==> config.mk <==
export PLATFORM = sky130hd
export DESIGN_NAME = fetch_queue
export DESIGN_NICKNAME = d
export VERILOG_FILES = /design/src/rtl/fetch_pkg.sv /design/src/rtl/fq_ptr.sv /design/src/rtl/fetch_queue.sv
export SDC_FILE = /design/constraint.sdc
export NUM_CORES = 1
export LEC_CHECK = 0
export ABC_AREA = 1
export BUFFER_PORTS_ARGS = -buffer_cell sky130_fd_sc_hd__buf_2
export CORE_ASPECT_RATIO = 0.8
export CORE_MARGIN = 5
export CORE_UTILIZATION = 50
export DETAILED_ROUTE_END_ITERATION = 8
export PLACE_DENSITY = 0.76
export RECOVER_POWER = 100
export SYNTH_ARGS = -nofsm -noshare
export SYNTH_HDL_FRONTEND = slang
export SYNTH_SLANG_ARGS = --single-unit
==> constraint.sdc <==
create_clock -name clk -period 2.9 [get_ports clk]
set_input_delay 0.29 -clock clk [delete_from_list [all_inputs] [get_ports clk]]
set_output_delay 0.29 -clock clk [all_outputs]
set_load 0.05 [all_outputs]
==> src/rtl/fetch_pkg.sv <==
// rtl/fetch_pkg.sv - widths and entry type shared by fetch, fetch_queue and decode
package fetch_pkg;

    localparam int INSTR_W = 32;
    localparam int PC_W    = 8;

    typedef struct packed {
        logic [PC_W-1:0]    pc;
        logic [INSTR_W-1:0] instr;
    } fq_entry_t;

endpackage

==> src/rtl/fq_ptr.sv <==
// rtl/fq_ptr.sv - wrap-around pointer increment for a power-of-two ring
module fq_ptr #(
    parameter int W = 3
) (
    input  logic [W-1:0] ptr,
    output logic [W-1:0] ptr_next
);

    // Natural overflow of a W-bit add gives the DEPTH-1 -> 0 wrap.
    assign ptr_next = ptr + W'(1);

endmodule

==> src/rtl/fetch_queue.sv <==
// rtl/fetch_queue.sv - circular instruction buffer between fetch and decode
module fetch_queue #(
    parameter int DEPTH   = 8,
    parameter int INSTR_W = fetch_pkg::INSTR_W,
    parameter int PC_W    = fetch_pkg::PC_W
) (
    input  logic                   clk,
    input  logic                   reset,
    input  logic                   flush,
    input  logic                   in_valid,
    output logic                   in_ready,
    input  logic [INSTR_W-1:0]     in_instr,
    input  logic [PC_W-1:0]        in_pc,
    output logic                   out_valid,
    input  logic                   out_ready,
    output logic [INSTR_W-1:0]     out_instr,
    output logic [PC_W-1:0]        out_pc,
    output logic [$clog2(DEPTH):0] count
);

    localparam int AW = $clog2(DEPTH);
    localparam logic [AW:0] FULL = (AW+1)'(DEPTH);

    logic [PC_W+INSTR_W-1:0] mem [DEPTH];
    logic [AW-1:0] wr_ptr;
    logic [AW-1:0] rd_ptr;
    logic [AW-1:0] wr_ptr_next;
    logic [AW-1:0] rd_ptr_next;
    logic          push;
    logic          pop;

    // in_ready ignores out_ready: a full queue never takes a write even while popping.
    assign in_ready  = (count != FULL);
    assign out_valid = (count != '0);
    assign push      = in_valid & in_ready;
    assign pop       = out_valid & out_ready;

    assign {out_pc, out_instr} = mem[rd_ptr];

    fq_ptr #(.W(AW)) u_wr_ptr (
        .ptr      (wr_ptr),
        .ptr_next (wr_ptr_next)
    );

    fq_ptr #(.W(AW)) u_rd_ptr (
        .ptr      (rd_ptr),
        .ptr_next (rd_ptr_next)
    );

    always_ff @(posedge clk) begin
        if (push && !flush) begin
            mem[wr_ptr] <= {in_pc, in_instr};
        end
    end

    always_ff @(posedge clk or posedge reset) begin
        if (reset) begin
            wr_ptr <= '0;
            rd_ptr <= '0;
            count  <= '0;
        end else if (flush) begin
            wr_ptr <= '0;
            rd_ptr <= '0;
            count  <= '0;
        end else begin
            if (push) begin
                wr_ptr <= wr_ptr_next;
            end
            if (pop) begin
                rd_ptr <= rd_ptr_next;
            end
            if (push && !pop) begin
                count <= count + 1'b1;
            end else if (pop && !push) begin
                count <= count - 1'b1;
            end
        end
    end

endmodule

==> out/qor.csv <==
metric;value;unit
post-layout instance area;14900;µm²
pre-CTS setup slack;644;ps
total track usage;18.0;%
met2 wire len;13500;µm
global-route wire length before repair;42200;µm
net switching power figure;4.59;mW
number of vias per cell after detailed routing;5.42;
arrival time of the worst setup path;2520;ps
Clock Power Share;29.4;%
RSZ-0062 raised after global routing;yes;
power density of the placed cells;889;nW/µm²
destination of the worst register-to-register timing path;mem[4][36]$_DFFE_PP_;
number of standard-cell rows in the floorplan;53;
y dimension of the die;155;µm
number of instances in the placed design;1404;
unique cell type count in the Yosys netlist;32;
clock period minus worst slack;2810;ps
total global routing overflow;0;
met3 routed WL;1650;µm
die outline width;191;µm
number of nets at the end of the flow;1134;
detailed-route wire length on metal 1;11700;µm
cell count of the worst reg-to-reg path;8;
share of total power in combinational logic;28.9;%
Detail Placement HPWL;14500;µm
maximum clock frequency;355;MHz
Placed Instance Area;14000;µm²
number of antenna repair diodes;0;
WP data required;2610;ps
number of enable flip-flop cells after synthesis;320;
Tcrit/Tclk final;97.0;%
post-CTS clock slew at the launch and capture registers of the worst setup and hold paths;70;ps
clock network latency to the later pin of the worst-skew pair;540;ps
WP buf/inv;3;
maximum net fanout on the critical path;28;
Final Non-Filler Cells;1465;
cell taking the most area after synthesis;edfxtp_1;
proportion of synthesized chip area in sequential cells;75.3;%
Max stage delay cell, worst path;dfrtp_4;
final clock skew;7.51;ps
cell family contributing the most delay on the critical path;buffers and inverters;
antenna violations before repair;1;
Port-buffer cells;90;
buffers inserted during post-CTS setup optimization;0;
leading post-synthesis cells by instance count;320 x edfxtp_1, 290 x nor2_1, 116 x o21ai_0;
via count of the first global-routing pass;7678;
Initial Util;50.2;%
final count of pins violating max slew;0;
IR drop worst, VDD;0.000768;V
Sinks on Clock Net;330;
start point of the critical path;rd_ptr[1]$_DFFE_PP0P_;
Setup TNS;0;ps
post-route worst hold slack;75.9;ps
clock root buffer;clkbuf_16;
final worst setup slack;86.6;ps
count of pins on the block boundary;91;
DR WL/cell;18.6;µm
post-synthesis instance area;13100;µm²
setup violators final;0;
CTS buffer count;31;
clock tree from TritonCTS;yes;
critical path, cell by cell;inv_2, buf_4, o21ai_1, o22ai_1, nor2_1, a31oi_1, buf_2;
top_reg_cell synth;edfxtp_1;
buffer depth of the longest clock path;3;
core footprint;26100;µm²
worst min path class;in2reg;
largest net degree at the start of global routing;82;
end point of the critical path;out_instr[7];
Final Util;57.0;%
top sig layer;met5;
internal power summed over all cells;8.61;mW
drt total wl;27300;µm
number of H-tree levels;1;
DR DRC count;0;
part of the power in registers;41.7;%
area growth from synthesis to final layout;13.5;%
final hold viol count;0;
Max-Slew Margin vs Limit;31.2;%
share of the synthesized area in the top cell type;73.4;%
critical path startpoint category;register;
reg-to-reg setup timing slack;220;ps
syn avg cell area;13.2;µm²
number of standard cells after synthesis;993;
Sw Share;34.8;%
Iteration-0 DRC Markers;630;
final weighted congestion in routability-driven placement;0.768;
kind of critical path;reg2out;
most common cell in the synthesized netlist;edfxtp_1;
number of max-cap violations;0;
run status;finished clean;
cells taking the most area after synthesis;edfxtp_1 73%, nor2_1 8.3%, o21ai_0 4.4%, o21ai_1 1.9%, a31oi_1 1.9%;
number of flip-flops and latches in the synthesized netlist;330;
Via Count;7933;
slew at the pin closest to its max-slew limit;1030;ps
reported leakage power;4.98;nW
Tot Pwr;13.2;mW
Routed Antenna Nets;0;
ys async rst share;3.03;%
launching point of the worst reg2reg path;count[3]$_DFFE_PP0P_;
fraction of final layout cells sized beyond drive strength 1;12.0;%
Yosys warning count;0;
kind of capture point of the worst setup path;primary output;
area of the die;29500;µm²
slowest stage delay, CP;600;ps
Crit path depth;7;
post-synthesis net count;1043;
TritonRoute pass-1 iters;5;
[worst min path at each step]
stage / slack, ps / end / from / cells after the start
after floorplan: 130 / count[0]$_DFFE_PP0P_ / reset / 1
after global placement: 310 / count[0]$_DFFE_PP0P_ / reset / 2
after CTS: 2 / mem[3][23]$_DFFE_PP_ / in_instr[23] / 1
after detailed placement: 310 / count[0]$_DFFE_PP0P_ / reset / 2
after global routing: 90 / mem[1][23]$_DFFE_PP_ / in_instr[23] / 1
final: 80 / wr_ptr[2]$_DFFE_PP0P_ / flush / 3
[placed cells by master, fill, tap and decap left out, types with 2 or more instances in the layout]
| cell | count |
|---|---|
| edfxtp_1 | 320 |
| nor2_1 | 283 |
| o21ai_0 | 118 |
| clkbuf_1 | 54 |
| o21ai_1 | 49 |
| o22ai_1 | 40 |
| a31oi_1 | 40 |
| clkbuf_16 | 31 |
| clkbuf_2 | 31 |
| nand2_1 | 21 |
| buf_2 | 15 |
| inv_1 | 12 |
| nor2_4 | 8 |
| nand3_1 | 8 |
| dfrtp_1 | 8 |
| buf_4 | 8 |
| buf_12 | 8 |
| clkinv_1 | 5 |
| clkinv_2 | 5 |
| clkbuf_4 | 5 |
| a21oi_1 | 4 |
| ha_1 | 4 |
| clkbuf_8 | 4 |
| dlygate4sd3_1 | 4 |
| inv_2 | 3 |
| nand2_2 | 2 |
| a21oi_2 | 2 |
| o21a_1 | 2 |
| clkinvlp_4 | 2 |
| bufinv_16 | 2 |
| dfrtp_4 | 2 |
[per-layer routing]
layer  track usage (%)  vias up
li1                  -     3806
met1              24.9     3858
met2              31.0      230
met3              2.75       37
met4              3.42        2
met5                 0        -
[cells by family after synthesis]
kind of cell / synth area share (%)
AO/OA/AOI/OAI: 10.7
XOR/XNOR: 0.0669
adder cells (fa/ha/maj): 0.535
buffers and inverters: 3.61
flip-flops: 75.3
AND/OR/NAND/NOR: 9.81
[power by group through the flow]
stage,clock [mW],sequential (mW),combinational [mW]
2_1_floorplan,0,5.64,2.99
5_1_grt,4.17,5.52,4.14
4_1_cts,3.95,5.51,3.89
3_5_place_dp,0,5.61,3.87
3_3_place_gp,0,5.60,3.81
6_report,3.89,5.51,3.81
[layout make-up]
class                      count  area [µm²]
sequential                   330        9870
clock inverter                15         128
tap                          357         447
fill                        2057       11200
timing repair buffer         118         704
clock buffer                  42         857
multi-input combinational    587        2790
inverter                      16        72.6
[state kept, by name (all words and copies together), names as in the netlist]
register,flops
rd_ptr,3
wr_ptr,3
mem,320
count,4
[timing repair]
item,in CTS,in global routing
resized for setup,0,6
hold endpoints to repair,27,0
endpoints found under the setup margin,0,11
hold buffers,4,0
[tightest hold or removal path, stage by stage]
cell and delay [ps]:
buf_2 140, a21oi_1 50, o21a_1 90
Power figures use the tool's default switching activity.
